--- src/rtl/instructie_sequencer.sv ---
// ---------------------------------------------------------------------------
// instructie_sequencer
//
// Control unit for the fetch/decode/execute cycle around the negedge-registered
// instruction decoder. It fetches a word from program memory over a req/ack
// handshake and holds it in the instruction register that feeds the decoder.
// The decoder then gets one full cycle, after which the execute stage is
// started and supervised. When the execute stage finishes, the program counter
// is incremented, loaded with a jump target, or held for a halt. An execute
// stage that never finishes is caught by a timeout.
//
// Ports:
//   clock        in   system clock, all state changes on posedge
//   reset_n      in   asynchronous active-low reset
//   start        in   begin execution (honoured in IDLE or HALT only)
//   mem_req      out  fetch request to program memory
//   mem_addr     out  fetch address, always equal to pc
//   mem_ack      in   mem_data is valid this cycle
//   mem_data     in   fetched instruction word
//   instructie   out  instruction register, drives the decoder input
//   exec_start   out  one-cycle pulse: execute the decoded instruction
//   exec_done    in   execute stage finished
//   jump_valid   in   with exec_done: load jump_target into pc
//   jump_target  in   jump destination
//   halt_req     in   with exec_done: the instruction was HALT
//   pc           out  program counter
//   busy         out  high in FETCH, DECODE and EXECUTE
//   halted       out  high in HALT
//   fault        out  sticky execute-timeout flag
//   instr_count  out  retired instructions, saturating
// ---------------------------------------------------------------------------
module instructie_sequencer #(
  parameter int PC_WIDTH     = 8,
  parameter int INSTR_WIDTH  = 9,
  parameter int EXEC_TIMEOUT = 15,
  parameter int CNT_WIDTH    = 16
) (
  input  logic                   clock,
  input  logic                   reset_n,
  input  logic                   start,
  output logic                   mem_req,
  output logic [PC_WIDTH-1:0]    mem_addr,
  input  logic                   mem_ack,
  input  logic [INSTR_WIDTH-1:0] mem_data,
  output logic [INSTR_WIDTH-1:0] instructie,
  output logic                   exec_start,
  input  logic                   exec_done,
  input  logic                   jump_valid,
  input  logic [PC_WIDTH-1:0]    jump_target,
  input  logic                   halt_req,
  output logic [PC_WIDTH-1:0]    pc,
  output logic                   busy,
  output logic                   halted,
  output logic                   fault,
  output logic [CNT_WIDTH-1:0]   instr_count
);

  localparam logic [2:0] ST_IDLE    = 3'd0;
  localparam logic [2:0] ST_FETCH   = 3'd1;
  localparam logic [2:0] ST_DECODE  = 3'd2;
  localparam logic [2:0] ST_EXECUTE = 3'd3;
  localparam logic [2:0] ST_HALT    = 3'd4;

  // Timeout counter holds 0..EXEC_TIMEOUT-1 (value = EXECUTE cycles already
  // finished without exec_done).
  localparam int TMO_W = (EXEC_TIMEOUT < 2) ? 1 : $clog2(EXEC_TIMEOUT + 1);
  localparam logic [TMO_W-1:0]     TMO_LAST = TMO_W'(EXEC_TIMEOUT - 1);
  localparam logic [TMO_W-1:0]     TMO_ONE  = TMO_W'(1);
  localparam logic [PC_WIDTH-1:0]  PC_ONE   = PC_WIDTH'(1);
  localparam logic [CNT_WIDTH-1:0] CNT_ONE  = CNT_WIDTH'(1);
  localparam logic [CNT_WIDTH-1:0] CNT_MAX  = {CNT_WIDTH{1'b1}};

  logic [2:0]             state_r;
  logic [PC_WIDTH-1:0]    pc_r;
  logic [INSTR_WIDTH-1:0] instructie_r;
  logic [CNT_WIDTH-1:0]   instr_count_r;
  logic [TMO_W-1:0]       tmo_cnt_r;
  logic                   mem_req_r;
  logic                   exec_start_r;
  logic                   halted_r;
  logic                   fault_r;

  // Sequencer state machine together with all registered outputs.
  always_ff @(posedge clock or negedge reset_n) begin
    if (!reset_n) begin
      state_r       <= ST_IDLE;
      pc_r          <= '0;
      instructie_r  <= '0;
      instr_count_r <= '0;
      tmo_cnt_r     <= '0;
      mem_req_r     <= 1'b0;
      exec_start_r  <= 1'b0;
      halted_r      <= 1'b0;
      fault_r       <= 1'b0;
    end else begin
      case (state_r)
        ST_IDLE: begin
          exec_start_r <= 1'b0;
          if (start) begin
            state_r   <= ST_FETCH;
            mem_req_r <= 1'b1;
          end
        end
        ST_FETCH: begin
          // Wait for the ack as long as it takes.
          if (mem_ack) begin
            instructie_r <= mem_data;
            mem_req_r    <= 1'b0;
            state_r      <= ST_DECODE;
          end
        end
        ST_DECODE: begin
          // instructie is stable for this whole cycle, so the decoder latches
          // it on the negedge; execution starts the cycle after.
          state_r      <= ST_EXECUTE;
          exec_start_r <= 1'b1;
          tmo_cnt_r    <= '0;
        end
        ST_EXECUTE: begin
          exec_start_r <= 1'b0;
          if (exec_done) begin
            // A done arriving on the limit cycle still retires normally.
            if (instr_count_r != CNT_MAX) begin
              instr_count_r <= instr_count_r + CNT_ONE;
            end
            if (halt_req) begin
              state_r  <= ST_HALT;
              halted_r <= 1'b1;
            end else begin
              if (jump_valid) begin
                pc_r <= jump_target;
              end else begin
                pc_r <= pc_r + PC_ONE;
              end
              state_r   <= ST_FETCH;
              mem_req_r <= 1'b1;
            end
          end else if (tmo_cnt_r == TMO_LAST) begin
            fault_r  <= 1'b1;
            halted_r <= 1'b1;
            state_r  <= ST_HALT;
          end else begin
            tmo_cnt_r <= tmo_cnt_r + TMO_ONE;
          end
        end
        ST_HALT: begin
          // Restart from address 0 with fresh status.
          if (start) begin
            halted_r      <= 1'b0;
            fault_r       <= 1'b0;
            pc_r          <= '0;
            instr_count_r <= '0;
            state_r       <= ST_FETCH;
            mem_req_r     <= 1'b1;
          end
        end
        default: begin
          state_r      <= ST_IDLE;
          mem_req_r    <= 1'b0;
          exec_start_r <= 1'b0;
          halted_r     <= 1'b0;
        end
      endcase
    end
  end

  // busy is a pure decode of the active states.
  always_comb begin
    busy = 1'b0;
    case (state_r)
      ST_FETCH, ST_DECODE, ST_EXECUTE: busy = 1'b1;
      default:                         busy = 1'b0;
    endcase
  end

  assign mem_addr    = pc_r;
  assign pc          = pc_r;
  assign mem_req     = mem_req_r;
  assign instructie  = instructie_r;
  assign exec_start  = exec_start_r;
  assign halted      = halted_r;
  assign fault       = fault_r;
  assign instr_count = instr_count_r;

endmodule

--- config.mk ---
export PLATFORM = sky130hd
export DESIGN_NAME = instructie_sequencer
export DESIGN_NICKNAME = d
export VERILOG_FILES = /design/src/rtl/instructie_sequencer.sv
export SDC_FILE = /design/constraint.sdc
export NUM_CORES = 1
export LEC_CHECK = 0
export ABC_AREA = 0
export BUFFER_PORTS_ARGS = -buffer_cell sky130_fd_sc_hd__buf_2
export CORE_MARGIN = 4
export CORE_UTILIZATION = 47
export CTS_BUF_LIST = sky130_fd_sc_hd__clkbuf_16
export CTS_CLUSTER_SIZE = 20
export DETAILED_ROUTE_END_ITERATION = 6
export GPL_TIMING_DRIVEN = 0
export PLACE_DENSITY = 0.81
export SKIP_LAST_GASP = 1
export SLEW_MARGIN = 0
export SYNTH_ARGS = -nofsm -noshare
export SYNTH_HDL_FRONTEND = slang
export SYNTH_SLANG_ARGS = --single-unit
--- constraint.sdc ---
create_clock -name clock -period 1.66 [get_ports clock]
set_input_delay 0.332 -clock clock [delete_from_list [all_inputs] [get_ports clock]]
set_output_delay 0.332 -clock clock [all_outputs]
set_load 0.1 [all_outputs]
======== Yosys cells after proc, flatten, opt, wreduce, memory -nomap -nowiden ========
Cells that the tools add are included.
operators by class
  equal/unequal tests ..................... 17
  $mul .................................... 0
  magnitude comparators ................... 0
  bitwise logic cells ..................... 2
  reductions and logical operators ........ 15
  divide/modulo/power cells ............... 0
  $add $sub $neg .......................... 3
  shift operators ......................... 0
  multiplexer cells ....................... 32
operator list
  operator                                              count
  two-way mux 16 bit                                    3
  two-way mux 8 bit                                     4
  case mux 16 bit (2 select lines)                      1
  adder 16 x 1 -> 16 bit (second input constant)        1
  inequality test 16 bit (second input constant)        1
  inequality test 2 bit (second input constant)         8
  case mux 8 bit (2 select lines)                       1
  AND reduction 4 bit                                   4
  two-way mux 3 bit                                     5
  case mux 3 bit (4 select lines)                       1
  two-way mux 1 bit                                     10
  adder 8 x 1 -> 8 bit (second input constant)          1
  two-way mux 4 bit                                     2
  case mux 4 bit (2 select lines)                       1
  equality test 3 x 2 -> 1 bit (second input constant)  2
  inequality test 3 bit (second input constant)         2
  AND reduction 3 bit                                   2
  OR reduction 3 bit                                    2
  AND reduction 5 bit                                   1
  adder 4 x 1 -> 4 bit (second input constant)          1
  equality test 4 bit (second input constant)           1
  case mux 1 bit (2 select lines)                       2
  case mux 1 bit (4 select lines)                       1
  nonzero test 2 bit                                    2
  other kinds (8)                                       10
word-level totals
  memories kept ........................... 0
  output and inout bits ................... 46
  flip-flop bits (word level) ............. 44
  latch bits .............................. 0
  ROM bits ................................ 0
  memory bits (writable) .................. 0
  bits of input ports ..................... 24

======== Depth between registers and ports, before layout ========
Gate-level depths: netlist of run 1.
  depth in word-level cells ............... 5
  gate-level depth with buffers ........... 6

======== Worst setup path before layout of run 1 ========
No wires, ideal clock.
  path kind ............................... register to output
  start point ............................. register state_r[1]
  end point ............................... output port busy
  arrival time ............................ 2,275 ps
  cell stages (with the launch flop) ...... 5
  path slack .............................. -947 ps
  cell sequence ........................... dfrtp_1 > buf_2 > clkbuf_1 > inv_1 > a21oi_1
between the ends
  cells in the longest elaborated chain, start to end .. 3
RTL lines
  element                                                                              line  text
  start: declaration                                                                   73    logic [2:0] state_r;
  start signal: assignment                                                             86    state_r <= ST_IDLE;
  start signal: assignment                                                             100   state_r <= ST_FETCH;
  start signal: assignment                                                             109   state_r <= ST_DECODE;
  equality test 3 x 1 -> 1 bit / equality test 3 x 2 -> 1 bit (equally long branches)  170   case (state_r)
  OR reduction 3 bit (*)                                                               170
  two-way mux 1 bit (*)                                                                170
  end: declaration                                                                     52    output logic busy,
Mark *: on every way between the ends. The rest lies on a longest branch, timed or not.

======== Worst setup path after layout of run 1 ========
  start point ............................. register state_r[1]
  end point ............................... register instr_count_r[9] (netlist: instr_count[9])
between the ends
  cells in the longest elaborated chain, start to end .. 3
RTL lines
  element                                                                       line  text
  equality test 3 x 2 -> 1 bit / equality test 3 bit (equally long branches)    96    case (state_r)
  inequality test 2 bit (no line) / nonzero test 2 bit (equally long branches)  n/a
  AND reduction 4 bit (no line)                                                 n/a
  end signal: assignment                                                        124   instr_count_r <= instr_count_r + CNT_ONE;
  end: declaration                                                              76    logic [CNT_WIDTH-1:0] instr_count_r;
Several ways; a longest one is shown, not always the timed one.
A chain may end at the register's enable or synchronous reset.

==> impl_metrics.yaml, run 1 <==
status:
  status: "complete, but fails checks"
  failed_checks: "setup timing"
setup_path:
  worstPathArrival_ps: 1920
  critPathLaunchType: "flip-flop"
  crit_path_cell_trace: "buf_4, nand4bb_1, and2_1, a21o_4, buf_6, a211o_1"
  max_stage_delay_ps: 370
  worstPathRequired_ps: 1830
  reg2reg_from: "state_r[1]"
  critPathCaptureType: "flip-flop"
  cp_slowest_cell: "dfrtp_1"
  startpoint: "state_r[1]"
  crit_type: "reg -> reg"
  crit_fanout: 9
final_layout:
  multi_input_area_sq_um: 1470
  ff_latch_area_sq_um: 1180
  nFillCells: 390
  nets: 389
  layout-drive-gt1-share_pct: 47.8
  diodes: 0
  area_delta_synth_final_pct: 39.6
  final_cells: 432
yosys:
  synth_area_per_cell_sq_um: 9.55
  synth_most_common_cell: "dfrtp_1"
  ys_seq_elements: 44
  synth_ff_type: "dfrtp_1"
  synth_commonest_cells: "dfrtp_1, nand2_1, o21ai_0, a21oi_1, nor3_1"
  synth_top_area_share_pct: 42.9
  synth_top_cells_by_area: "dfrtp_1, o21ai_0, a21oi_1"
  syn-cell-area_sq_um: 2570
  yosysSeqAreaShare_pct: 42.9
  synth_cells: 269
  yosys.area.top_type: "dfrtp_1"
  ys_warn_count: 0
  synth_fp_nets: 297
  synth_edf_count: 0
  yosysUniqueCellTypes: 55
  async_reset_ff_share_pct: 100
floorplan:
  fp.dieH_microns: 81.9
  die_area_sq_um: 6710
  num_rows: 26
  die_w_microns: 81.9
  core_area_sq_um: 5200
  start_util_pct: 49.4
  ioPinCount: 70
clock_tree:
  clk_latency_ps: 280
  h-tree-depth: 2
  numCtsBuffers: 5
  path_clk_slew_ps: 60
  cts.path.max_buffers: 2
  clock-sinks: 44
  root_buffer: "clkbuf_16"
  cts_tree: "yes"
detailed_routing:
  num_vias: 2493
  drtAntennaViolNets: 0
  drt-pass1-iter-count: 4
  routedWlPerCell_microns: 15.8
  vias_per_cell: 5.77
  drtIter0Drc: 126
  drc: 0
  drt_wl_total_microns: 6830
grt:
  grt_max_degree: 45
  antenna_found_initial: 0
  grt_pass1_vias: 2311
  track_usage_pct: 20.6
  overflow: 0
  grt_pass1_wl_microns: 10900
timing:
  finalHoldViolCount: 0
  skew_ps: 3.79
  min_period_ps: 1750
  setup_viol: 8
  finalSetupTns_ps: -340
  slew_headroom_pct: 36.7
  timing.final.ws_setup_ps: -87.8
  fmax_mhz: 572
  rsz0062_at_grt: "true"
  worstMarginPinSlew_ps: 949
  drv_slew: 0
  finalCritPeriodShare_pct: 105
place:
  place.detailed.hpwl_microns: 4560
  io_buffers: 68
  dp.cells: 407
  place_congestion: 0.879
flow_run:
  max_cap_viol_count: 0
worst_hold_path:
  worstHoldPathType: "in -> async"
## timing repair
item                       CTS  global route
setup endpoints to repair   36            39
resized for setup           18            27
pin swaps                    4             9
hold buffers                 0             0
buffers inserted             8             5
cloned                       2             2
## per-stage QoR
step / instance area [sq um] / util [%] / worst slack (ps) / hold slack, ps
after floorplan: 2740 / - / -180 / 36.4
after global placement: 3170 / 60.8 / -187 / 463
after detailed placement: 3170 / 60.8 / -251 / 470
after CTS: 3450 / 66.3 / -148 / 244
after global routing: 3580 / 68.9 / -135 / 261
final: 3580 / 68.9 / -87.8 / 199
## cells by family after synthesis
| group | synth area share [%] |
|---|---|
| AND/OR/NAND/NOR | 23.9 |
| AO/OA/AOI/OAI | 19.9 |
| flip-flops | 42.9 |
| buffers and inverters | 5.94 |
| multiplexers | 5.50 |
| adder cells (fa/ha/maj) | 1.95 |
## cells in the final DEF, fill, tap and decap left out, types with 3 or more instances in the layout
cell type   n
buf_2      68
nand3_1     8
inv_1       7
buf_6       6
buf_4      26
o21ai_0    16
nor3_1     10
and2_1      3
dfrtp_4    20
nor2_1     12
mux2i_1     4
a21oi_1    15
nand2_1    21
and3_1      4
o31ai_1     3
nor4_1      4
nand2b_1    3
a22o_1      4
clkbuf_16   5
nand4_1     8
nor3_2      4
mux2_1      4
o21ai_1     3
o22a_1      8
ha_1        3
dfrtp_1    19
dfrtp_2     5
or4_4       3
mux2_2      5
## worst max-delay path, delay by kind of cell, from the launching register on
family | cells | cell delay [ps]
flip-flops | 1 | 370
AND/OR/NAND/NOR | 2 | 500
AO/OA/AOI/OAI | 2 | 470
buffers and inverters | 2 | 300
## layout make-up
type                            count  share of cell area [%]
Multi-Input combinational cell    197                    41.0
Sequential cell                    44                    33.0
Timing Repair Buffer               84                    13.3
Buffer                             22                    4.85
Clock buffer                        5                    3.49
Tap cell                           70                    2.44
Clock inverter                      3                    1.19
Inverter                            7                   0.733
## final timing paths
kind	endpoint	slack, ps	cells after the start
worst max-delay path	instr_count[9]	-90	6
worst min-delay path	instructie[7]	200	1
worst max register to register	instr_count[9]	-90	6
worst min register to register	instructie[8]	480	1
max in group asynchronous	instr_count[2]	760	1
min in group clock	instructie[8]	260	2
## registers in the layout, indices dropped and copies added (netlist names)
register and cells:
fault 1, halted 1, instructie 9, mem_req 1, mem_addr 8, instr_count 16, exec_start 1, state_r 3
tmo_cnt_r 4
## per-layer routing
metal | GRT usage (%) | share of wire, % | vias up | wire length (microns)
met5 | 0 | 0 | - | 0
met4 | 7.64 | 1.5 | 0 | 103
met3 | 3.62 | 5.7 | 11 | 387
met2 | 33.8 | 51 | 82 | 3450
met1 | 27.2 | 42 | 1214 | 2880
li1 | - | - | 1186 | -
Power of run 1 is left out: the tool's default activity adds up to more than one toggle a clock period on the data nets, which glitch-free logic cannot reach.
==> run 2: changes to the inputs <==
Settings changed: CELL_PAD_IN_SITES_DETAIL_PLACEMENT from default to 1, CELL_PAD_IN_SITES_GLOBAL_PLACEMENT from default to 1, CORE_UTILIZATION 47 to 42, PLACE_DENSITY 0.81 to 0.89.
Clock period 1.66 ns to 2.3 ns, I/O delays scaled along.
==> run 2 against run 1 <==
  * The flow now finishes without violations
  * Via count is 1.8% lower
  * Clock-buffer cell count is the same
  * Design area down 11%
  * Sequential share of layout area rose by 1.8 points
  * Die area rose by 11%
  * Final cell count is 3.0% lower
  * First-iteration DRC count shrank 5.6%
  * Core utilization decreased by 15 points
  * Global-route usage rose by 0.66 points
  * Setup slack better by 340 ps
  * Worst hold slack better by 140 ps
  * Critical path depth is 2 lower
  * Critical endpoint is now busy
==> impl_metrics.yaml, run 2 (synthesized netlist as in run 1, its figures left out) <==
grt:
  track_usage_pct: 21.3
  grt_max_degree: 45
  overflow: 0
  grt_pass1_vias: 2597
  grt_pass1_wl_microns: 12800
  antenna_found_initial: 0
floorplan:
  die_area_sq_um: 7430
  core_area_sq_um: 5920
  start_util_pct: 43.4
  ioPinCount: 70
  fp.dieH_microns: 86.2
  die_w_microns: 86.2
  num_rows: 28
final_layout:
  area_delta_synth_final_pct: 24.0
  layout-drive-gt1-share_pct: 32.6
  diodes: 0
  nFillCells: 722
  nets: 371
  final_cell_mix: "buf_2, dfrtp_1, nand2_1"
  layout_commonest_cell: "buf_2"
  largest_reg_flops: 16
place:
  io_buffers: 68
  place.detailed.hpwl_microns: 5410
  place_congestion: 0.860
  pre_cts_ws_ps: 253
timing:
  drv_slew: 0
  finalCritPeriodShare_pct: 89.0
  finalSetupTns_ps: 0
  rsz0062_at_grt: "false"
  hold_ws_ps: 334
  slew_headroom_pct: 32.9
  min_period_ps: 2050
  worstMarginPinSlew_ps: 1010
  skew_ps: 6.93
  finalHoldViolCount: 0
  timing.final.ws_setup_ps: 252
  fmax_mhz: 488
  setup_viol: 0
clock_tree:
  clock-sinks: 44
  cts_hold_buf: 0
  numCtsBuffers: 5
  h-tree-depth: 2
  cts_tree: "yes"
  root_buffer: "clkbuf_16"
  path_clk_slew_ps: 70
  cts.path.max_buffers: 2
  clk_latency_ps: 290
detailed_routing:
  drc: 0
  drtIter0Drc: 119
  drtAntennaViolNets: 0
  routedWlPerCell_microns: 18.2
  vias_per_cell: 5.84
  drt-pass1-iter-count: 4
  drt_wl_total_microns: 7610
  num_vias: 2448
status:
  status: "finished, final reports clean"
flow_run:
  max_cap_viol_count: 0
setup_path:
  cp_num_cells: 4
  worstPathRequired_ps: 1840
  cp_slowest_cell: "dfrtp_1"
  critPathCaptureType: "primary output"
  worstPathArrival_ps: 1590
  critPathLaunchType: "flip-flop"
  critPathBufInv: 3
  crit_path_cell_trace: "clkbuf_2, inv_1, a21oi_2, buf_4"
  cp_top_family: "buffers and inverters"
  crit_fanout: 10
  max_stage_delay_ps: 460
  crit_type: "reg -> out"
  ff2ff_path_depth: 6
worst_hold_path:
  worstHoldPathType: "in -> async"
[run 2: cell count changes in the layout (fill, tap and decap cells not counted), sizes merged]
cell    delta
buf       -18
clkinv     -1
a31oi      -1
clkbuf     +1
inv        +1
[run 2: worst paths after layout]
check / start / to / slack (ps)
max: state_r[0] / busy / 250
min: reset_n / instr_count[10] / 330
max reg2reg: instr_count[0] / instr_count[14] / 260
min reg2reg: fault / fault / 490
max in group asynchronous: reset_n / instr_count[1] / 1270
min in group clock: mem_data[0] / instructie[0] / 390
[run 2: per-layer routing]
| metal | wire [microns] | part of all wire [%] | global-route usage [%] | up-vias |
|---|---|---|---|---|
| li1 | - | - | - | 1149 |
| met1 | 3270 | 43 | 26.6 | 1214 |
| met2 | 3860 | 51 | 37.2 | 75 |
| met3 | 379 | 5.0 | 3.61 | 10 |
| met4 | 101 | 1.3 | 7.22 | 0 |
| met5 | 0 | 0 | 0 | - |
[run 2: repair_timing]
item / in CTS / in global routing
endpoints found under the hold margin: 0 / 0
setup endpoints to repair: 1 / 1
resized for setup: 1 / 2
buffers inserted: 0 / 0
[run 2: area by class of cell]
cell class / instances / area [sq um] / area share [%]
multi-input combinational: 196 / 1320 / 41.4
sequential: 44 / 1110 / 34.8
timing repair buffer: 68 / 343 / 10.8
clock buffer: 5 / 125 / 3.93
buffer: 21 / 124 / 3.89
tap: 75 / 93.8 / 2.95
clock inverter: 3 / 46.3 / 1.45
inverter: 7 / 26.3 / 0.825
[run 2: worst register-to-register path: stages, from the launching register on]
cell and delay (ps):
dfrtp_2 460, ha_1 310, nand4_4 190, nor4_4 420, buf_4 270, nor3_1 70
o22a_1 220
[run 2: per-stage QoR]
step | util [%] | instances | cell area (sq um)
5_1_grt | 53.8 | 419 | 3190
4_1_cts | 53.8 | 420 | 3190
3_5_place_dp | 50.9 | 412 | 3010
6_report | 53.8 | 419 | 3190
2_1_floorplan | - | 269 | 2580
3_3_place_gp | 50.9 | 412 | 3010
Power of run 2 is left out for the same reason.
==> run 3: changes to the inputs <==
Settings changed: CORE_UTILIZATION 42 to 44, CTS_BUF_LIST sky130_fd_sc_hd__clkbuf_16 to sky130_fd_sc_hd__clkbuf_8, GPL_ROUTABILITY_DRIVEN from default to 0, PLACE_DENSITY 0.89 to 0.93, TNS_END_PERCENT from default to 1.
==> run 3 against run 2 <==
  * Worst hold slack worse by 5.1 ps
  * Largest cell class unchanged
  * Flip-flop and latch count unchanged
  * Critical path type is now reg -> reg
  * Setup slack worse by 48 ps
  * Design area is 2.1% lower
  * Maximum frequency fell by 2.3%
  * Wire length shrank 0.74%
  * Global-route usage grew 0.63 points
  * Critical path depth rose by 2
  * Final cell count is 0.72% lower
==> impl_metrics.yaml, run 3 (synthesized netlist as in run 1, its figures left out) <==
timing:
  skew_ps: 12.7
  slew_headroom_pct: 30.8
  finalHoldViolCount: 0
  min_period_ps: 2100
  finalCritPeriodShare_pct: 91.2
  drv_slew: 0
  setup_viol: 0
  fmax_mhz: 477
  rsz0062_at_grt: "false"
  finalSetupTns_ps: 0
  worstMarginPinSlew_ps: 1040
final_layout:
  area_delta_synth_final_pct: 21.4
  final_core_util_pct: 55.9
  final_cells: 416
  largest_reg_flops: 16
  nets: 371
  layout_commonest_cell: "buf_2"
  nFillCells: 690
  layout-drive-gt1-share_pct: 30.8
  final_cell_mix: "buf_2, dfrtp_1, nand2_1"
  diodes: 0
detailed_routing:
  vias_per_cell: 5.94
  drtAntennaViolNets: 0
  drt_wl_total_microns: 7560
  drtIter0Drc: 130
  drt-pass1-iter-count: 4
  num_vias: 2469
  routedWlPerCell_microns: 18.2
  drc: 0
grt:
  antenna_found_initial: 0
  overflow: 0
  track_usage_pct: 21.9
  grt_pass1_vias: 2645
  grt_max_degree: 45
  grt_pass1_wl_microns: 13000
floorplan:
  die_w_microns: 84.4
  ioPinCount: 70
  core_area_sq_um: 5570
  num_rows: 27
  die_area_sq_um: 7120
  fp.dieH_microns: 84.4
  start_util_pct: 46.1
setup_path:
  critPathLaunchType: "flip-flop"
  critPathCaptureType: "flip-flop"
  worstPathArrival_ps: 2290
  crit_fanout: 10
  r2r_setup_slack_ps: 200
  worstPathRequired_ps: 2490
  crit_type: "reg -> reg"
place:
  io_buffers: 68
  place.detailed.hpwl_microns: 5440
  dp.cells: 409
clock_tree:
  clock-sinks: 44
  cts_resized: 1
  cts_setup_buffers: 0
  h-tree-depth: 2
  cts_tree: "yes"
  path_clk_slew_ps: 100
  cts.path.max_buffers: 2
  numCtsBuffers: 5
  cts_hold_buf: 0
  clk_latency_ps: 310
  root_buffer: "clkbuf_8"
status:
  status: "finished, final reports clean"
flow_run:
  max_cap_viol_count: 0
worst_hold_path:
  worstHoldPathType: "in -> async"
run 3: final cells by class:
cell class	count	area (sq um)	share of cell area, %
clock inverter	3	46.3	1.48
sequential	44	1100	35.3
multi-input combinational	196	1320	42.3
timing repair buffer	68	343	11.0
clock buffer	5	68.8	2.21
inverter	7	26.3	0.843
buffer	21	124	3.97
tap	72	90.1	2.89
run 3: critical path, stage by stage (launching register included):
cell and delay [ps]:
dfrtp_1 510, ha_1 350, nand4_4 170, nor4_4 410, buf_4 270, nor3_1 70, o22a_1 210
run 3: per-layer routing:
layer | routed length [microns] | global-route usage [%] | share of wire (%)
met1 | 3160 | 26.9 | 42
met2 | 3840 | 39.0 | 51
met3 | 475 | 5.30 | 6.3
met4 | 78 | 4.75 | 1.0
met5 | 0 | 0 | 0
run 3: final timing paths:
path	startpoint	to	depth (start not counted)
max in group asynchronous	reset_n	tmo_cnt_r[0]	1
worst max register to register	instr_count[0]	instr_count[14]	6
min in group clock	mem_data[8]	instructie[8]	2
worst min-delay path	reset_n	instr_count[10]	1
worst max-delay path	instr_count[0]	instr_count[14]	6
worst min register to register	instructie[7]	instructie[7]	1
run 3: stage by stage:
| stage | area (sq um) | worst slack, ps | hold WS (ps) |
|---|---|---|---|
| floorplan | 2570 | -246 | 164 |
| global placement | 3000 | 289 | 462 |
| detailed placement | 3000 | 233 | 474 |
| CTS | 3120 | 49.4 | 363 |
| global route | 3120 | 76.7 | 358 |
| finish | 3120 | 203 | 329 |
Power of run 3 is left out for the same reason.
